### config.mk
export PLATFORM = sky130hd
export DESIGN_NAME = fetch_stage_flat
export DESIGN_NICKNAME = d
export VERILOG_FILES = /design/src/rtl/fetch_stage_if.sv /design/src/rtl/fetch_stage.sv /design/src/flat_wrapper.sv
export SDC_FILE = /design/constraint.sdc
export NUM_CORES = 1
export LEC_CHECK = 0
export BUFFER_PORTS_ARGS = -buffer_cell sky130_fd_sc_hd__buf_2
export CELL_PAD_IN_SITES_DETAIL_PLACEMENT = 0
export CELL_PAD_IN_SITES_GLOBAL_PLACEMENT = 2
export CORE_UTILIZATION = 25
export DETAILED_ROUTE_END_ITERATION = 8
export PLACE_DENSITY = 0.62
export RECOVER_POWER = 25
export SKIP_CTS_REPAIR_TIMING = 1
export SYNTH_ARGS = -nofsm -noshare
export SYNTH_HDL_FRONTEND = slang
export SYNTH_SLANG_ARGS = --single-unit
### constraint.sdc
create_clock -name clk -period 4.4 [get_ports clk]
set_clock_uncertainty 0.15 [all_clocks]
set_input_delay 0.22 -clock clk [delete_from_list [all_inputs] [get_ports clk]]
set_output_delay 0.22 -clock clk [all_outputs]
set_load 0.02 [all_outputs]
### src/rtl/fetch_stage_if.sv
// fetch_stage_if: redirect, instruction-memory and decode handshake bundle; FETCH_STATS_EN adds the stats outputs.
interface fetch_stage_if;
  logic        redirect_valid;
  logic [15:0] redirect_pc;
  logic [15:0] imem_addr;
  logic [15:0] imem_instr;
  logic        id_valid;
  logic        id_ready;
  logic [15:0] id_instr;
  logic [15:0] id_pc;
  logic [15:0] id_pc_next;
`ifdef FETCH_STATS_EN
  logic [15:0] stat_fetched;
  logic [15:0] stat_stall;
  modport master (
    input  redirect_valid, redirect_pc, imem_instr, id_ready,
    output imem_addr, id_valid, id_instr, id_pc, id_pc_next, stat_fetched, stat_stall
  );
  modport slave (
    output redirect_valid, redirect_pc, imem_instr, id_ready,
    input  imem_addr, id_valid, id_instr, id_pc, id_pc_next, stat_fetched, stat_stall
  );
`else
  modport master (
    input  redirect_valid, redirect_pc, imem_instr, id_ready,
    output imem_addr, id_valid, id_instr, id_pc, id_pc_next
  );
  modport slave (
    output redirect_valid, redirect_pc, imem_instr, id_ready,
    input  imem_addr, id_valid, id_instr, id_pc, id_pc_next
  );
`endif
endinterface

### src/rtl/fetch_stage.sv
// fetch_stage: PC owner feeding a small fetch queue toward decode with redirect support.
// Define FETCH_STATS_EN to add the stat_fetched/stat_stall counters.
module fetch_stage #(
  parameter logic [15:0] RESET_PC = 16'h0000,
  parameter logic [15:0] PC_STEP  = 16'd2,
  parameter int          QDEPTH   = 2
) (
  input  logic          clk,
  input  logic          rst,
  fetch_stage_if.master bus
);
  localparam int PW = $clog2(QDEPTH);
  localparam int CW = $clog2(QDEPTH + 1);
  localparam logic [CW-1:0] QD = CW'(QDEPTH);
  logic [15:0]   pc_q, pc_d;
  logic [15:0]   instr_q [QDEPTH];
  logic [15:0]   epc_q   [QDEPTH];
  logic [PW-1:0] rptr_q, rptr_d, wptr_q, wptr_d;
  logic [CW-1:0] count_q, count_d;
  logic          valid, pop, push;
  // A redirect voids both the pop and the push of its cycle.
  always_comb begin
    valid   = count_q != '0;
    pop     = valid & bus.id_ready & ~bus.redirect_valid;
    push    = ((count_q < QD) | pop) & ~bus.redirect_valid;
    pc_d    = bus.redirect_valid ? (bus.redirect_pc & 16'hFFFE) : push ? pc_q + PC_STEP : pc_q;
    count_d = bus.redirect_valid ? '0 : count_q + CW'(push) - CW'(pop);
    rptr_d  = bus.redirect_valid ? '0 : rptr_q + PW'(pop);
    wptr_d  = bus.redirect_valid ? '0 : wptr_q + PW'(push);
  end
  always_ff @(posedge clk) begin
    if (rst) begin
      pc_q    <= RESET_PC;
      count_q <= '0;
      rptr_q  <= '0;
      wptr_q  <= '0;
    end else begin
      pc_q    <= pc_d;
      count_q <= count_d;
      rptr_q  <= rptr_d;
      wptr_q  <= wptr_d;
    end
  end
  always_ff @(posedge clk) begin
    if (push) begin
      instr_q[wptr_q] <= bus.imem_instr;
      epc_q[wptr_q]   <= pc_q;
    end
  end
  assign bus.imem_addr  = pc_q;
  assign bus.id_valid   = valid;
  assign bus.id_instr   = valid ? instr_q[rptr_q] : '0;
  assign bus.id_pc      = valid ? epc_q[rptr_q] : '0;
  assign bus.id_pc_next = valid ? epc_q[rptr_q] + PC_STEP : '0;
`ifdef FETCH_STATS_EN
  logic [15:0] fetched_q, stall_q;
  always_ff @(posedge clk) begin
    if (rst) begin
      fetched_q <= '0;
      stall_q   <= '0;
    end else begin
      fetched_q <= fetched_q + 16'(push);
      stall_q   <= stall_q + 16'(valid & ~bus.id_ready);
    end
  end
  assign bus.stat_fetched = fetched_q;
  assign bus.stat_stall   = stall_q;
`endif
endmodule
### src/flat_wrapper.sv
// flat-port wrapper written by rule: the top's interface ports become plain ports
module fetch_stage_flat 
#(
  parameter logic [15:0] RESET_PC = 16'h0000,
  parameter logic [15:0] PC_STEP  = 16'd2,
  parameter int          QDEPTH   = 2
)
  (clk, rst, bus_redirect_valid, bus_redirect_pc, bus_imem_instr, bus_id_ready, bus_imem_addr, bus_id_valid, bus_id_instr, bus_id_pc, bus_id_pc_next);
  fetch_stage_if bus_i ();
  input  logic clk;
  input  logic rst;
  input wire logic [$bits(bus_i.redirect_valid)-1:0] bus_redirect_valid;
  input wire logic [$bits(bus_i.redirect_pc)-1:0] bus_redirect_pc;
  input wire logic [$bits(bus_i.imem_instr)-1:0] bus_imem_instr;
  input wire logic [$bits(bus_i.id_ready)-1:0] bus_id_ready;
  output wire logic [$bits(bus_i.imem_addr)-1:0] bus_imem_addr;
  output wire logic [$bits(bus_i.id_valid)-1:0] bus_id_valid;
  output wire logic [$bits(bus_i.id_instr)-1:0] bus_id_instr;
  output wire logic [$bits(bus_i.id_pc)-1:0] bus_id_pc;
  output wire logic [$bits(bus_i.id_pc_next)-1:0] bus_id_pc_next;
  assign bus_i.redirect_valid = bus_redirect_valid;
  assign bus_i.redirect_pc = bus_redirect_pc;
  assign bus_i.imem_instr = bus_imem_instr;
  assign bus_i.id_ready = bus_id_ready;
  assign bus_imem_addr = bus_i.imem_addr;
  assign bus_id_valid = bus_i.id_valid;
  assign bus_id_instr = bus_i.id_instr;
  assign bus_id_pc = bus_i.id_pc;
  assign bus_id_pc_next = bus_i.id_pc_next;
  fetch_stage #(.RESET_PC(RESET_PC), .PC_STEP(PC_STEP), .QDEPTH(QDEPTH)) u_core (.clk(clk), .rst(rst), .bus(bus_i));
endmodule
==> summary.txt <==
Status: complete, but fails checks
Post-Syn Instances: 338
Routed Antenna Nets: 0
Vias in the first global route: 2,740
N_diodes: 0
Max incr delay on CP: 850 ps
CTS Buffer Depth: 2
Drt pass-1 iters: 4
H-tree depth reported by CTS: 3
Pin count of the biggest net entering global routing: 39
Period minus WS final: 3420 ps
Register bit total from synthesis: 81
Gr ovfl total: 0
Area Overhead vs Synth: 28.3%
Max VDD drop: 186 uV
Hold_ws: -13.1 ps
GRT Overall Usage: 11.9%
Fmax: 292 MHz
Routability cong.: 0.702
Distinct cells, synth: 51
Vias per inst: 4.41
Reg clk slew, reported paths: 60 ps
Row count: 45
CTS Root Cell: clkbuf_16
EDFF count, synth: 62
Worst path top cell family by delay: flip-flops
Port bufs: 96
CP endpoint kind: output pin
RSZ-0062 raised after global routing: false
Die Ht: 129 um
Antenna violations before repair: 0
Final Cycle Share: 77.7%
Core footprint: 15,400 um^2
TNS Setup: 0 ps
Leakage: 1.92 nW
DRT met1 WL: 4560 um
Crit path buf inv count: 2
Worst EP required: 4030 ps
Worst Path Arrival: 3050 ps
Die width: 129 um
Slowest CP cell: dfxtp_2
Dpl hpwl: 6770 um
TritonCTS buffer count: 9
Die area: 16,600 um^2
Power consumption: 1.96 mW
Wire length on met3: 416 um
Drt total wl: 9570 um
CP Launch Type: register
Worst slew pin tran: 789 ps
Final Util: 33.4%
Via count: 2,926
Sink Count: 81
First-pass GRT wire length: 14,800 um
Finished Layout Cells: 663
Total length of routed met2 wires: 4500 um
Post-placement setup slack: 1300 ps
Hold Fails Final Rpt: 2
Max_slew headroom: 47.4%
Cells along the critical path: mux2_2 > ha_1 > inv_1 > a211o_1 > nor4_1 > mux2_2 > buf_2
Worst R2R Setup Slack: 1780 ps
Syn Area/Cell: 11.9 um^2
DRT iter0 DRCs: 93
Fraction of registers with async set or reset after synthesis: 0%
Worst Hold Class: in -> reg
WL/cell: 14.4 um
Top-Level Pins: 101
Fin. max-slew vios: 0
Power density over cell area: 380 nW/um^2
Final setup vio count: 0
Max cap viols: 0
Final worst slack: 979 ps
CP Max Fanout: 28
Synthesis Warnings: 0
Seq/Total Area, Yosys: 55.9%
Critical Path Most Common Cell: mux2_2
Failing checks: negative hold slack
Placed cells: 630
CP Class: reg -> out
Layout cell share with drive strength beyond 1: 28.1%
Nets: 487
Leading register cell type out of synthesis: edfxtp_1
CTS tree: yes
Worst-Skew Late Latency: 330 ps
Uppermost layer routed: met4
Post-route DRC: 0
Mapped Area: 4010 um^2
Initial Util: 26.0%
layout by cell type, fill, tap and decap left out, types with 5 or more instances in the layout:
master	count
nand3_1	7
a2111oi_2	5
clkbuf_1	10
dfxtp_1	18
and2_1	6
buf_2	86
a21oi_1	8
a211oi_1	13
a31oi_1	5
clkbuf_16	9
mux2_2	5
dlygate4sd3_1	17
inv_1	16
xnor2_1	8
edfxtp_1	62
mux2i_1	32
nor2_1	46
nand4_1	6
nand2_1	15
xor2_1	6
nor3_1	8
worst register-to-register path: cells and delay by family (launching register included):
family	cells	cell delay [ps]
XOR/XNOR	1	160
adder cells (fa/ha/maj)	1	330
buffers and inverters	2	670
AO/OA/AOI/OAI	1	110
flip-flops	1	460
AND/OR/NAND/NOR	5	610
through the flow:
stage          instance area, um^2  hold slack [ps]
2_1_floorplan                 4020              169
3_3_place_gp                  4690              259
3_5_place_dp                  4690              264
4_1_cts                       4990            -92.4
5_1_grt                       5150             8.63
6_report                      5150            -13.1
synth_stat cells, types with 4 or more instances:
cell type,instances,area [um^2]
edfxtp_1,62,1860
nor2_1,47,176
mux2i_1,32,320
dfxtp_1,19,380
inv_1,16,60.1
nand2_1,15,56.3
a211oi_1,13,97.6
nor3_1,9,45.0
a21oi_1,8,40.0
xnor2_1,8,70.1
nand3_1,7,35.0
and2_1,6,37.5
buf_4,6,45.0
clkbuf_1,6,22.5
nand4_1,6,37.5
xor2_1,6,52.6
a2111oi_2,5,75.1
a31oi_1,5,31.3
buf_2,5,25.0
mux2_2,5,56.3
and4_1,4,35.0
ha_1,4,50.1
nand3b_1,4,30.0
cell type report:
cell class | count | area, um^2
flip-flops and latches | 81 | 2240
clock buffers | 9 | 225
multi-input cells | 221 | 1610
clock inverters | 7 | 76.3
fillers | 1620 | 10300
well taps | 211 | 264
inverters | 17 | 63.8
repair buffers | 117 | 668
final timing paths:
check / depth (start not counted) / startpoint / end
worst min register to register: 0 / u_core.bus.imem_addr[15] / u_core.epc_q[0][15]
worst max-delay path: 7 / u_core.rptr_q / bus_id_pc_next[15]
worst min-delay path: 3 / bus_redirect_pc[1] / u_core.bus.imem_addr[1]
worst max register to register: 10 / u_core.count_q[1] / u_core.count_q[1]
metal layers:
layer | global-route usage (%) | vias to the layer above
met3 | 2.99 | 6
met5 | 0 | -
met2 | 19.4 | 53
met4 | 4.36 | 0
li1 | - | 1465
met1 | 15.2 | 1402
state kept, by name (all words and copies together) (netlist names):
name / flops
u_core.instr_q: 32
u_core.epc_q: 30
u_core.bus.imem_addr: 15
u_core.count_q: 2
u_core.rptr_q: 1
u_core.wptr_q: 1
power breakdown:
part	internal (mW)	leakage (nW)	switching, mW
clock	0.443	0.142	0.305
sequential	0.873	0.747	0.0400
combinational	0.110	1.03	0.187
total	1.43	1.92	0.532
cells by family (layout without fill, tap and decap cells):
group                      Yosys count  in the layout  share of synthesized area, %
xor gates and xnor gates            14             14                          3.06
adders and majority gates            4              4                          1.25
buffers and inverters               38            150                          4.46
DFF                                 81             81                          55.9
and+or+nand+nor                    112            112                          14.7
muxes                               39             39                          9.95
AOI/OAI and AO/OA                   49             49                          10.6
other                                1              3                        0.0935
Note: power is estimated with default switching activity, not from simulation.
